`src/rtl/pe_feeder.sv`:
```
// -----------------------------------------------------------------------------
// pe_feeder
// Feeds operand pairs to the pe convolution element. A 9-tap weight register
// file is loaded while idle. A run is then started, and the feeder accepts one
// pixel per handshake. For each accepted pixel it emits a registered
// (pixel, weight[tap]) pair one cycle later, together with tap-0 and tap-last
// flags. It counts completed windows and pulses done when the run ends.
//
// Ports
//   clk        in   rising-edge clock
//   rst        in   asynchronous, active-low reset
//   w_wr       in   weight write strobe (honoured only while idle)
//   w_addr     in   weight tap index; indices >= TAPS are ignored
//   w_data     in   weight value
//   start      in   one-cycle run start pulse
//   win_count  in   windows in the run, sampled with start
//   in_valid   in   pixel valid
//   in_ready   out  feeder accepts a pixel this cycle
//   in_data    in   pixel value
//   pe_in      out  pixel operand to the PE
//   pe_filter  out  weight operand to the PE
//   pe_valid   out  operand pair valid
//   pe_first   out  pair is tap 0 of a window
//   pe_last    out  pair is tap TAPS-1 of a window
//   busy       out  run in progress
//   done       out  one-cycle pulse at the end of a run
// -----------------------------------------------------------------------------
module pe_feeder #(
  parameter int DW    = 8,
  parameter int TAPS  = 9,
  parameter int WIN_W = 8
) (
  input  logic             clk,
  input  logic             rst,
  input  logic             w_wr,
  input  logic [3:0]       w_addr,
  input  logic [DW-1:0]    w_data,
  input  logic             start,
  input  logic [WIN_W-1:0] win_count,
  input  logic             in_valid,
  output logic             in_ready,
  input  logic [DW-1:0]    in_data,
  output logic [DW-1:0]    pe_in,
  output logic [DW-1:0]    pe_filter,
  output logic             pe_valid,
  output logic             pe_first,
  output logic             pe_last,
  output logic             busy,
  output logic             done
);

  localparam int TW = $clog2(TAPS);

  typedef enum logic [1:0] {
    IDLE   = 2'd0,
    STREAM = 2'd1,
    FINISH = 2'd2
  } state_t;

  state_t            state_r;
  logic [TW-1:0]     tap_r;
  logic [WIN_W-1:0]  win_r;
  logic [DW-1:0]     weight_r [TAPS];

  logic              last_tap_s;
  logic              w_en_s;

  // The feeder is ready for exactly the cycles it spends in STREAM.
  assign in_ready   = (state_r == STREAM);
  assign last_tap_s = (tap_r == TW'(TAPS - 1));
  // Weights are frozen outside IDLE so a run always sees a consistent kernel.
  assign w_en_s     = (state_r == IDLE) && w_wr && (w_addr < 4'(TAPS));

  // Weight register file: written only while idle, cleared by reset.
  always_ff @(posedge clk or negedge rst) begin
    if (!rst) begin
      for (int i = 0; i < TAPS; i++) begin
        weight_r[i] <= '0;
      end
    end else if (w_en_s) begin
      weight_r[w_addr] <= w_data;
    end
  end

  // Run control FSM with registered operand, flag and status outputs.
  always_ff @(posedge clk or negedge rst) begin
    if (!rst) begin
      state_r   <= IDLE;
      tap_r     <= '0;
      win_r     <= '0;
      pe_in     <= '0;
      pe_filter <= '0;
      pe_valid  <= 1'b0;
      pe_first  <= 1'b0;
      pe_last   <= 1'b0;
      busy      <= 1'b0;
      done      <= 1'b0;
    end else begin
      // Per-cycle pulses default low; pe_in/pe_filter hold across bubbles.
      pe_valid <= 1'b0;
      pe_first <= 1'b0;
      pe_last  <= 1'b0;
      done     <= 1'b0;
      case (state_r)
        IDLE: begin
          if (start) begin
            busy <= 1'b1;
            tap_r <= '0;
            if (win_count != '0) begin
              win_r   <= win_count;
              state_r <= STREAM;
            end else begin
              // Empty run: skip streaming and still report completion.
              state_r <= FINISH;
            end
          end else begin
            busy <= 1'b0;
          end
        end
        STREAM: begin
          busy <= 1'b1;
          if (in_valid) begin
            pe_in     <= in_data;
            pe_filter <= weight_r[tap_r];
            pe_valid  <= 1'b1;
            pe_first  <= (tap_r == '0);
            pe_last   <= last_tap_s;
            if (last_tap_s) begin
              tap_r <= '0;
              win_r <= win_r - WIN_W'(1);
              // Last tap of the last window ends the stream.
              if (win_r == WIN_W'(1)) begin
                state_r <= FINISH;
              end else begin
                state_r <= STREAM;
              end
            end else begin
              tap_r <= tap_r + TW'(1);
            end
          end else begin
            tap_r <= tap_r;
          end
        end
        FINISH: begin
          state_r <= IDLE;
          busy    <= 1'b0;
          done    <= 1'b1;
        end
        default: begin
          state_r <= IDLE;
          busy    <= 1'b0;
        end
      endcase
    end
  end

endmodule
```
`config.mk`:
```
export PLATFORM = sky130hd
export DESIGN_NAME = pe_feeder
export DESIGN_NICKNAME = d
export VERILOG_FILES = /design/src/rtl/pe_feeder.sv
export SDC_FILE = /design/constraint.sdc
export NUM_CORES = 1
export LEC_CHECK = 0
export CORE_MARGIN = 4
export CORE_UTILIZATION = 63
export DETAILED_ROUTE_END_ITERATION = 8
export DONT_BUFFER_PORTS = 1
export GPL_ROUTABILITY_DRIVEN = 1
export GPL_TIMING_DRIVEN = 0
export HOLD_SLACK_MARGIN = 0.1
export PLACE_DENSITY = 0.88
export SETUP_SLACK_MARGIN = 0.2
export SYNTH_ARGS = -nofsm -noshare
export SYNTH_HDL_FRONTEND = slang
export SYNTH_SLANG_ARGS = --single-unit
```
`constraint.sdc`:
```
create_clock -name clk -period 2.2 [get_ports clk]
set_input_delay 0.44 -clock clk [delete_from_list [all_inputs] [get_ports clk]]
set_output_delay 0.44 -clock clk [all_outputs]
set_load 0.02 [all_outputs]
```
==> impl_metrics.tcl, run 1 <==
set metrics [dict create \
    crit_buf_inv 3 \
    grtUsageTotal_pct 23.9 \
    reg2reg_depth 8 \
    ant_nets 0 \
    clock_skew_ps 9.37 \
    fp.dieH_um 97.8 \
    path_depth 8 \
    drtIter0Drc 174 \
    final_nets 428 \
    synthCells 372 \
    drive_gt1_share_pct 43.2 \
    grt_pass1_wl_um 17700 \
    power_density_nw_per_um2 837 \
    instances_no_fill 498 \
    ios 55 \
    setup_viol 0 \
    critPathMaxFanout 10 \
    ys.flop_type "dfrtp_1" \
    cp_slowest_cell "dfrtp_1" \
    dp.cells 474 \
    cts_tree "yes" \
    path_cells "buf_8, buf_6, inv_2, ha_4, nand3b_4, a211oi_4, nand2_2, a211o_1" \
    gp_congestion 0.833 \
    holdWs_ps -254 \
    finalCriticalPeriod_ps 1910 \
    hold_class "input port to asynchronous set/reset pin" \
    fillers 525 \
    via_count 3189 \
    yosysMostFrequentCell "dfrtp_1" \
    r2r_end "win_r[0]" \
    start_util_pct 65.4 \
    gr-total-overflow 0 \
    r2r_slack_ps 290 \
    max-slew-margin-rel_pct 43.4 \
    cp.required_ps 2470 \
    diodes 0 \
    yosysWarnings 0 \
    violations "hold timing" \
    fmax_mhz 524 \
    worstSetupEndpointType "register" \
    synthTopCellsByArea "dfrtp_1 53%, mux2_2 20%, mux4_2 3.5%, mux2_4 2.4%, nor2_1 1.4%" \
    portBuffers 0 \
    via_per_inst 6.40 \
    cts.sinks 107 \
    cts_htree_levels 3 \
    path_class "register to register" \
    fin_setup_tns_ps 0 \
    grt_max_degree 108 \
    status "complete, but fails checks" \
    synth.avg_cell_area_um2 13.6 \
    area_delta_synth_final_pct 8.58 \
    arrival_ps 2170 \
    area.sequential_um2 2680 \
    grt_antenna_before_repair 0 \
    core.rowCount 32 \
    synth_top_area_cell "dfrtp_1" \
    yosysTopAreaCellShare_pct 52.7 \
    slew_violations 0 \
    dp_hpwl_um 7260 \
    worst_slew_pin_slew_ps 846 \
    netlist_area_um2 5080 \
    synth_nets 409 \
    rsz0062_at_grt "false" \
    drc 0 \
    dieWidth_um 97.8 \
    cts_buffers 9 \
    root_buffer "clkbuf_8" \
    crit_path_start_kind "register" \
    ys_types 52 \
    clockBufferDepth 2 \
    cpPeakStageDelay_ps 430 \
    coreArea_um2 7770 \
    fin_crit_sh_pct 86.7 \
    grt_pass1_vias 3356 \
    fin_util_pct 71.0 \
    ys_async_sr_fraction_pct 100 \
    final-hold-violation-count 107 \
    seq_area_frac_synth_pct 52.7 \
    total_leakage_power_nw 2.65 \
    cp_top_family "compound AO/OA/AOI/OAI gates" \
    wl_per_cell_um 22.1 \
    multi_input_area_um2 2270 \
    clkTransAtPathRegs_ps 100 \
    timing.rr.start "tap_r[0]" \
    synth-seq-cells 107 \
    maxCapViolCount 0 \
    synth_common_cells "107 x dfrtp_1, 89 x mux2_2, 19 x nor2_1" \
    synth-edff-count 0 \
    firstDrtPassIters 4 \
    ir_drop_mv 0.476 \
    wl_um 11000 \
    dieArea_um2 9560 \
    clk_latency_ps 370 \
]
## final cells by class
class,count,share of cell area [%]
flip-flops and latches,107,48.6
multi-input cells,239,41.1
clock buffers,13,3.25
plain buffers,18,2.70
well taps,102,2.32
repair buffers,8,1.09
inverters,8,0.545
clock inverters,3,0.363
## where the power goes
| group | switching [W] | total [W] | internal [W] |
|---|---|---|---|
| sequential | 0.000206 | 0.00235 | 0.00214 |
| clock | 0.000650 | 0.00118 | 0.000534 |
| combinational | 0.000575 | 0.00108 | 0.000506 |
## how the worst max path moves through the flow
| stage | from | to | slack [ps] |
|---|---|---|---|
| finish | tap_r[0] | win_r[0] | 290 |
| global route | tap_r[0] | win_r[0] | 200 |
| CTS | tap_r[0] | win_r[0] | 210 |
| detailed placement | tap_r[0] | win_r[0] | 50 |
| global placement | tap_r[0] | win_r[0] | 90 |
| floorplan | tap_r[0] | win_r[0] | 340 |
## cell families (layout without fill, tap and decap cells)
group	after synthesis	count (layout)	share of synthesized area, %
adders and majority gates	4	4	0.986
DFF	107	107	52.7
buffers and inverters	26	50	3.15
muxes	108	108	26.2
and+or+nand+nor	74	74	9.61
AOI/OAI and AO/OA	53	53	7.27
## layer usage
layer	GRT usage, %	up-vias	part of all wire [%]
met5	0	-	0
met4	6.82	0	1.2
met3	6.64	12	6.2
met2	41.8	100	52
met1	29.2	1660	40
li1	-	1417	-
## worst register-to-register path, stage by stage, from the launching register on
cell,delay [ps]
dfrtp_1,430
buf_8,150
buf_6,140
inv_2,90
ha_4,150
nand3b_4,100
a211oi_4,330
nand2_2,110
a211o_1,310
## metrics by stage
stage	total power [W]	hold slack (ps)	setup slack, ps	instance area (um^2)
4_1_cts	0.00454	-262	210	5460
6_report	0.00461	-254	293	5510
5_1_grt	0.00482	-275	196	5510
2_1_floorplan	0.00308	144	336	5080
3_5_place_dp	0.00333	147	54.9	5200
3_3_place_gp	0.00328	147	93.7	5200
## what timing repair did
| action | CTS | global route |
|---|---|---|
| setup endpoints to repair | 8 | 8 |
| endpoints found under the hold margin | 107 | 107 |
| pin swaps | 3 | 2 |
| gates cloned | 1 | 0 |
| setup buffers | 2 | 5 |
| gates resized for setup | 9 | 7 |
## placed cells by master, fill, tap and decap left out, types with 2 or more instances in the layout
cell,Yosys,final
nand3_1,2,2
nor4_1,3,3
a32oi_1,2,2
nor2_1,19,19
buf_4,2,11
mux4_2,8,8
inv_1,6,5
a22oi_1,7,7
nor2b_1,4,4
a31oi_1,11,11
o2bb2ai_1,5,4
mux2i_1,3,3
nor3b_2,2,2
clkinvlp_4,0,2
mux2_2,89,89
a22o_1,4,4
nand4_2,2,2
nand3_2,5,5
o21ai_0,5,5
and3_1,2,2
mux2_4,8,8
nand2_2,3,4
nand2_1,13,12
nand4_1,2,2
dfrtp_1,107,106
inv_2,2,3
nor3_1,4,4
a21oi_1,11,11
buf_6,6,7
clkbuf_8,0,13
ha_1,4,3
clkbuf_1,2,2
and3b_1,2,2
buf_2,7,4
## sequential cells by signal, summed over array words and instances (netlist names)
register,cells
weight_r,72
pe_filter,8
pe_in,8
win_r,8
tap_r,4
state_r,2
busy,1
done,1
pe_first,1
pe_last,1
pe_valid,1
No activity file was read; power rests on OpenSTA's default activity.
==> run 2, diff against run 1 <==
ABC_AREA = 1   (was unset)
==> run 2 against run 1 <==
Compared with the run above:
- the flow still finishes with violations (hold timing)
- sequential share of layout area shrank 1.3 points
- flip-flop and latch count stayed put
- non-clock buffer count rose by 1
- clock power down 5%
- synthesized cell count up 76%
- hold slack lost 3.5 ps
- sequential power increased by 8%
- critical path depth increased by 4
- setup slack got worse by 1.6 ps
- critical endpoint is now win_r[5]
==> impl_metrics.tcl, run 2 <==
set metrics [dict create \
    finalCriticalPeriod_ps 1910 \
    rsz0062_at_grt "false" \
    dp.cells 759 \
    synth_common_cells "210 x nand2_1, 107 x dfrtp_1, 78 x nor2_1" \
    grt_pass1_wl_um 21000 \
    swShare_pct 39.8 \
    diodes 0 \
    crit_path_start_kind "register" \
    ys_types 35 \
    yosysWarnings 0 \
    grtUsageTotal_pct 26.9 \
    ys.flop_type "dfrtp_1" \
    synth_nets 691 \
    clk_latency_ps 380 \
    ios 55 \
    via_count 4490 \
    fin_setup_tns_ps 0 \
    grt_antenna_before_repair 0 \
    clockBufferDepth 2 \
    firstDrtPassIters 5 \
    cts_buffers 9 \
    coreArea_um2 8180 \
    cts_tree "yes" \
    power.share.sequential_pct 46.0 \
    dp_hpwl_um 8810 \
    violations "hold timing" \
    slew_violations 0 \
    clock_skew_ps 19.5 \
    grt_pass1_vias 4264 \
    dieArea_um2 9880 \
    seq_area_frac_synth_pct 50.9 \
    yosysMostFrequentCell "nand2_1" \
    synthTopCellsByArea "dfrtp_1 51%, nand2_1 15%, nor2_1 5.6%, o21ai_1 5.3%, nand3_1 4.1%" \
    core.rowCount 33 \
    gp_congestion 1.00 \
    ys_async_sr_fraction_pct 100 \
    status "complete, but fails checks" \
    root_buffer "clkbuf_8" \
    grt_max_degree 108 \
    fmax_mhz 524 \
    path_class "register to register" \
    area_delta_synth_final_pct 7.61 \
    final_common_cell "nand2_1" \
    cp.required_ps 2470 \
    top_register "weight_r" \
    total_leakage_power_nw 2.90 \
    cts_htree_levels 3 \
    critPathMaxFanout 10 \
    power_density_nw_per_um2 974 \
    setup_viol 0 \
    synth_top_area_cell "dfrtp_1" \
    yosysTopAreaCellShare_pct 50.9 \
    final_cell_mix "210 x nand2_1, 107 x dfrtp_1, 78 x nor2_1" \
    drc 0 \
    arrival_ps 2180 \
    largest_register_ffs 72 \
    switching_power_w 0.00219 \
    final_nets 706 \
    max-slew-margin-rel_pct 60.9 \
    drtIter0Drc 494 \
    fin_util_pct 69.2 \
    p_int_w 0.00332 \
    hold_class "input port to asynchronous set/reset pin" \
    synthCells 654 \
    synth.avg_cell_area_um2 8.04 \
    synth-seq-cells 107 \
    dieWidth_um 99.4 \
    fin_crit_sh_pct 86.8 \
    clkTransAtPathRegs_ps 110 \
    maxCapViolCount 0 \
    cts.sinks 107 \
    worstSetupEndpointType "register" \
    via_per_inst 5.76 \
    pwr-share-clk_pct 20.3 \
    gr-total-overflow 0 \
    fp.dieH_um 99.4 \
    holdWs_ps -257 \
    ant_nets 0 \
    combPwrFrac_pct 33.7 \
    wl_um 12900 \
    worst_slew_pin_slew_ps 584 \
    drive_gt1_share_pct 12.2 \
    synth-edff-count 0 \
    wl_per_cell_um 16.6 \
    ir_drop_mv 0.611 \
    start_util_pct 64.3 \
    netlist_area_um2 5260 \
    instances_no_fill 779 \
    portBuffers 0 \
    final-hold-violation-count 107 \
]
run 2: changes by cell type after synthesis, sizes merged, moves of 9 or more:
| cell | delta |
|---|---|
| o21ai | +96 |
| nor2 | +62 |
| nand3 | +37 |
| mux2 | -97 |
| nand2 | +207 |
| a21oi | -9 |
| a31oi | -10 |
| inv | +41 |
run 2: logic make-up after synthesis:
family	share of synthesized area (%)
multiplexers	0.190
AO/OA/AOI/OAI	11.0
adder cells (fa/ha/maj)	0.952
buffers and inverters	7.23
flip-flops	50.9
XOR/XNOR	0.167
AND/OR/NAND/NOR	29.6
run 2: what timing repair did:
| action | in CTS | in global routing |
|---|---|---|
| setup buffers | 0 | 3 |
| gates resized for setup | 6 | 17 |
| pin swaps | 0 | 3 |
| endpoints found under the setup margin | 8 | 8 |
| cloned | 0 | 1 |
| endpoints found under the hold margin | 107 | 107 |
run 2: metal layers:
layer / global-route usage (%) / vias to the layer above / wire, um
met3: 6.73 / 36 / 1320
met2: 43.2 / 239 / 6100
met4: 8.82 / 0 / 344
met1: 36.0 / 2113 / 5180
met5: 0 / - / 0
li1: - / 2102 / -
run 2: area by class of cell:
type	instances	area, um^2
Timing Repair Buffer	4	30.0
Fill cell	612	2510
Clock buffer	10	128
Tap cell	105	131
Sequential cell	107	2680
Clock inverter	6	48.8
Buffer	23	215
Multi-Input combinational cell	474	2220
Inverter	50	208
run 2: path summary, 6_finish.rpt:
check / startpoint / slack (ps) / cells after the start / end
setup / recovery: tap_r[1] / 290 / 12 / win_r[5]
hold / removal: rst / -260 / 0 / busy
setup reg to reg: tap_r[1] / 290 / 12 / win_r[5]
hold reg to reg: weight_r[21] / 490 / 2 / weight_r[21]
max in group asynchronous: rst / 2330 / 0 / weight_r[67]
min in group clk: in_data[2] / 170 / 2 / pe_in[2]
run 2: power by group through the flow:
stage	Sequential (W)	Combinational (W)	Clock, W
6_report	0.00254	0.00186	0.00112
5_1_grt	0.00257	0.00206	0.00122
4_1_cts	0.00253	0.00169	0.00112
3_5_place_dp	0.00256	0.00165	0
3_3_place_gp	0.00255	0.00157	0
2_1_floorplan	0.00251	0.00126	0
run 2: critical path, stage by stage, from the launching register on:
cell     delay [ps]
dfrtp_1         410
buf_6           160
inv_8            80
buf_8           130
ha_2            190
nand3_2          90
nand2_1         100
inv_1            80
nor2_4          160
nand3_4         110
buf_4           170
nand2_1          60
nand2_1          50
run 2: per-stage QoR:
step           power (W)  area, um^2  worst slack, ps
3_5_place_dp     0.00421        5390             38.8
6_report         0.00551        5660              291
3_3_place_gp     0.00412        5390             93.5
4_1_cts          0.00534        5580              206
5_1_grt          0.00584        5660              203
2_1_floorplan    0.00377        5260              391
==> run 3, diff against run 2 <==
CAP_MARGIN = 30   (was unset)
SETUP_SLACK_MARGIN = 0.1   (was 0.2)
==> run 3 against run 2 <==
Compared with the run above:
- first-iteration DRC count grew 8.1%
- highest routed layer unchanged
- setup slack lost 90 ps
- total power grew 0.56%
- count of clock-buffer cells in the layout is the same
- critical path depth is the same
- clock power is essentially flat
- largest power group unchanged
- flip-flop and latch count is the same
- global-route usage is the same
- non-clock buffer count grew 2
- the run still ends with hold timing left
==> impl_metrics.tcl, run 3 (synthesis results as in run 2) <==
set metrics [dict create \
    r2r_slack_ps 200 \
    dp.cells 759 \
    path_class "register to register" \
    fin_setup_tns_ps 0 \
    setup_viol 0 \
    clock_skew_ps 20.4 \
    final_cell_mix "210 x nand2_1, 107 x dfrtp_1, 78 x nor2_1" \
    cts_htree_levels 3 \
    slew_violations 0 \
    grt_max_degree 108 \
    grt_pass1_wl_um 21000 \
    wl_per_cell_um 16.7 \
    root_buffer "clkbuf_8" \
    grt_antenna_before_repair 0 \
    switching_power_w 0.00219 \
    arrival_ps 2260 \
    largest_register_ffs 72 \
    dp_hpwl_um 8810 \
    final_nets 708 \
    ir_drop_mv 0.576 \
    gp_congestion 1.00 \
    cts_buffers 9 \
    max-slew-margin-rel_pct 61.9 \
    timing.rr.start "tap_r[1]" \
    total_leakage_power_nw 2.91 \
    fp.dieH_um 99.4 \
    grt_pass1_vias 4264 \
    status "complete, but fails checks" \
    ios 55 \
    drc 0 \
    grtUsageTotal_pct 26.9 \
    cp.required_ps 2460 \
    pwr-share-clk_pct 20.1 \
    fin_crit_sh_pct 90.8 \
    dieArea_um2 9880 \
    maxCapViolCount 0 \
    area_delta_synth_final_pct 7.75 \
    finalCriticalPeriod_ps 2000 \
    via_per_inst 5.76 \
    ant_nets 0 \
    top_register "weight_r" \
    worstSetupEndpointType "register" \
    critPathMaxFanout 10 \
    power.share.sequential_pct 45.6 \
    final_common_cell "nand2_1" \
    crit_path_start_kind "register" \
    start_util_pct 64.3 \
    fmax_mhz 500 \
    cts.sinks 107 \
    rsz0062_at_grt "false" \
    diodes 0 \
    drtIter0Drc 534 \
    holdWs_ps -257 \
    swShare_pct 39.5 \
    gr-total-overflow 0 \
    wl_um 13000 \
    portBuffers 0 \
    fillers 617 \
    hold_class "input port to asynchronous set/reset pin" \
    cts_tree "yes" \
    dieWidth_um 99.4 \
    combPwrFrac_pct 34.2 \
    final-hold-violation-count 107 \
    clockBufferDepth 2 \
    clk_latency_ps 380 \
    clkTransAtPathRegs_ps 110 \
    worst_slew_pin_slew_ps 570 \
    coreArea_um2 8180 \
    violations "hold timing" \
    via_count 4500 \
    firstDrtPassIters 7 \
    p_int_w 0.00336 \
    r2r_end "win_r[1]" \
    instances_no_fill 781 \
    reg2reg_depth 12 \
    power_density_nw_per_um2 978 \
    drive_gt1_share_pct 12.1 \
    core.rowCount 33 \
]
run 3: cell types whose count changed in the layout (fill, tap and decap cells not counted):
cell        before  now
clkinvlp_4       0    1
inv_4            1    2
inv_8            1    0
buf_6           13   12
nand3_1         42   43
ha_1             3    4
clkbuf_16        0    1
clkbuf_4         0    1
nand3_4          1    0
inv_6            4    3
ha_2             1    0
buf_4            4    5
run 3: area by class of cell:
cell class              instances  area [um^2]  share of cell area [%]
multi-input cells             474         2210                    38.9
plain buffers                  23          211                    3.73
clock buffers                  10          128                    2.25
flip-flops and latches        107         2680                    47.2
inverters                      50          201                    3.55
clock inverters                 6         48.8                   0.861
repair buffers                  6         62.6                    1.10
well taps                     105          131                    2.32
run 3: critical path: stages (launching register included):
cell        delay (ps)
dfrtp_1            410
buf_6              150
clkinvlp_4         170
buf_8              150
ha_1               170
nand3_1            120
nand2_1            100
inv_1               80
nor2_4             140
nand3_2            110
buf_6              160
nand2_1             80
o21ai_2             50
run 3: worst max path at each step:
stage / from / cells past startpoint / to
2_1_floorplan: tap_r[1] / 12 / win_r[1]
3_3_place_gp: tap_r[0] / 12 / win_r[1]
3_5_place_dp: tap_r[1] / 12 / win_r[1]
4_1_cts: tap_r[0] / 12 / win_r[1]
5_1_grt: tap_r[1] / 12 / win_r[6]
6_report: tap_r[1] / 12 / win_r[1]
run 3: through the flow:
step                      utilization, %  cell area [um^2]  hold WS [ps]  total power (W)  worst slack (ps)
after CTS                           68.2              5580          -264          0.00533               101
after global routing                69.3              5670          -284          0.00588              99.1
final                               69.3              5670          -257          0.00555               201
after floorplan                        -              5260           144          0.00377               391
after global placement              65.9              5390           147          0.00412              93.5
after detailed placement            65.9              5390           148          0.00421              38.8
run 3: per-layer routing:
metal / global-route usage, % / vias to the layer above / share of wire, %
li1: - / 2113 / -
met1: 36.0 / 2098 / 40
met2: 43.2 / 254 / 48
met3: 6.73 / 35 / 9.8
met4: 8.82 / 0 / 2.3
met5: 0 / - / 0
run 3: power groups by stage:
stage | combinational, W | sequential (W) | clock [W]
global route | 0.00211 | 0.00256 | 0.00121
detailed placement | 0.00165 | 0.00256 | 0
finish | 0.00190 | 0.00253 | 0.00112
floorplan | 0.00126 | 0.00251 | 0
global placement | 0.00157 | 0.00255 | 0
CTS | 0.00168 | 0.00253 | 0.00112
run 3: repair_timing:
action | 4_1_cts | 5_1_grt
endpoints found under the hold margin | 107 | 107
gates resized for setup | 3 | 9
setup endpoints to repair | 8 | 8
cloned | 0 | 1
buffers inserted | 0 | 5
pin swaps | 0 | 2
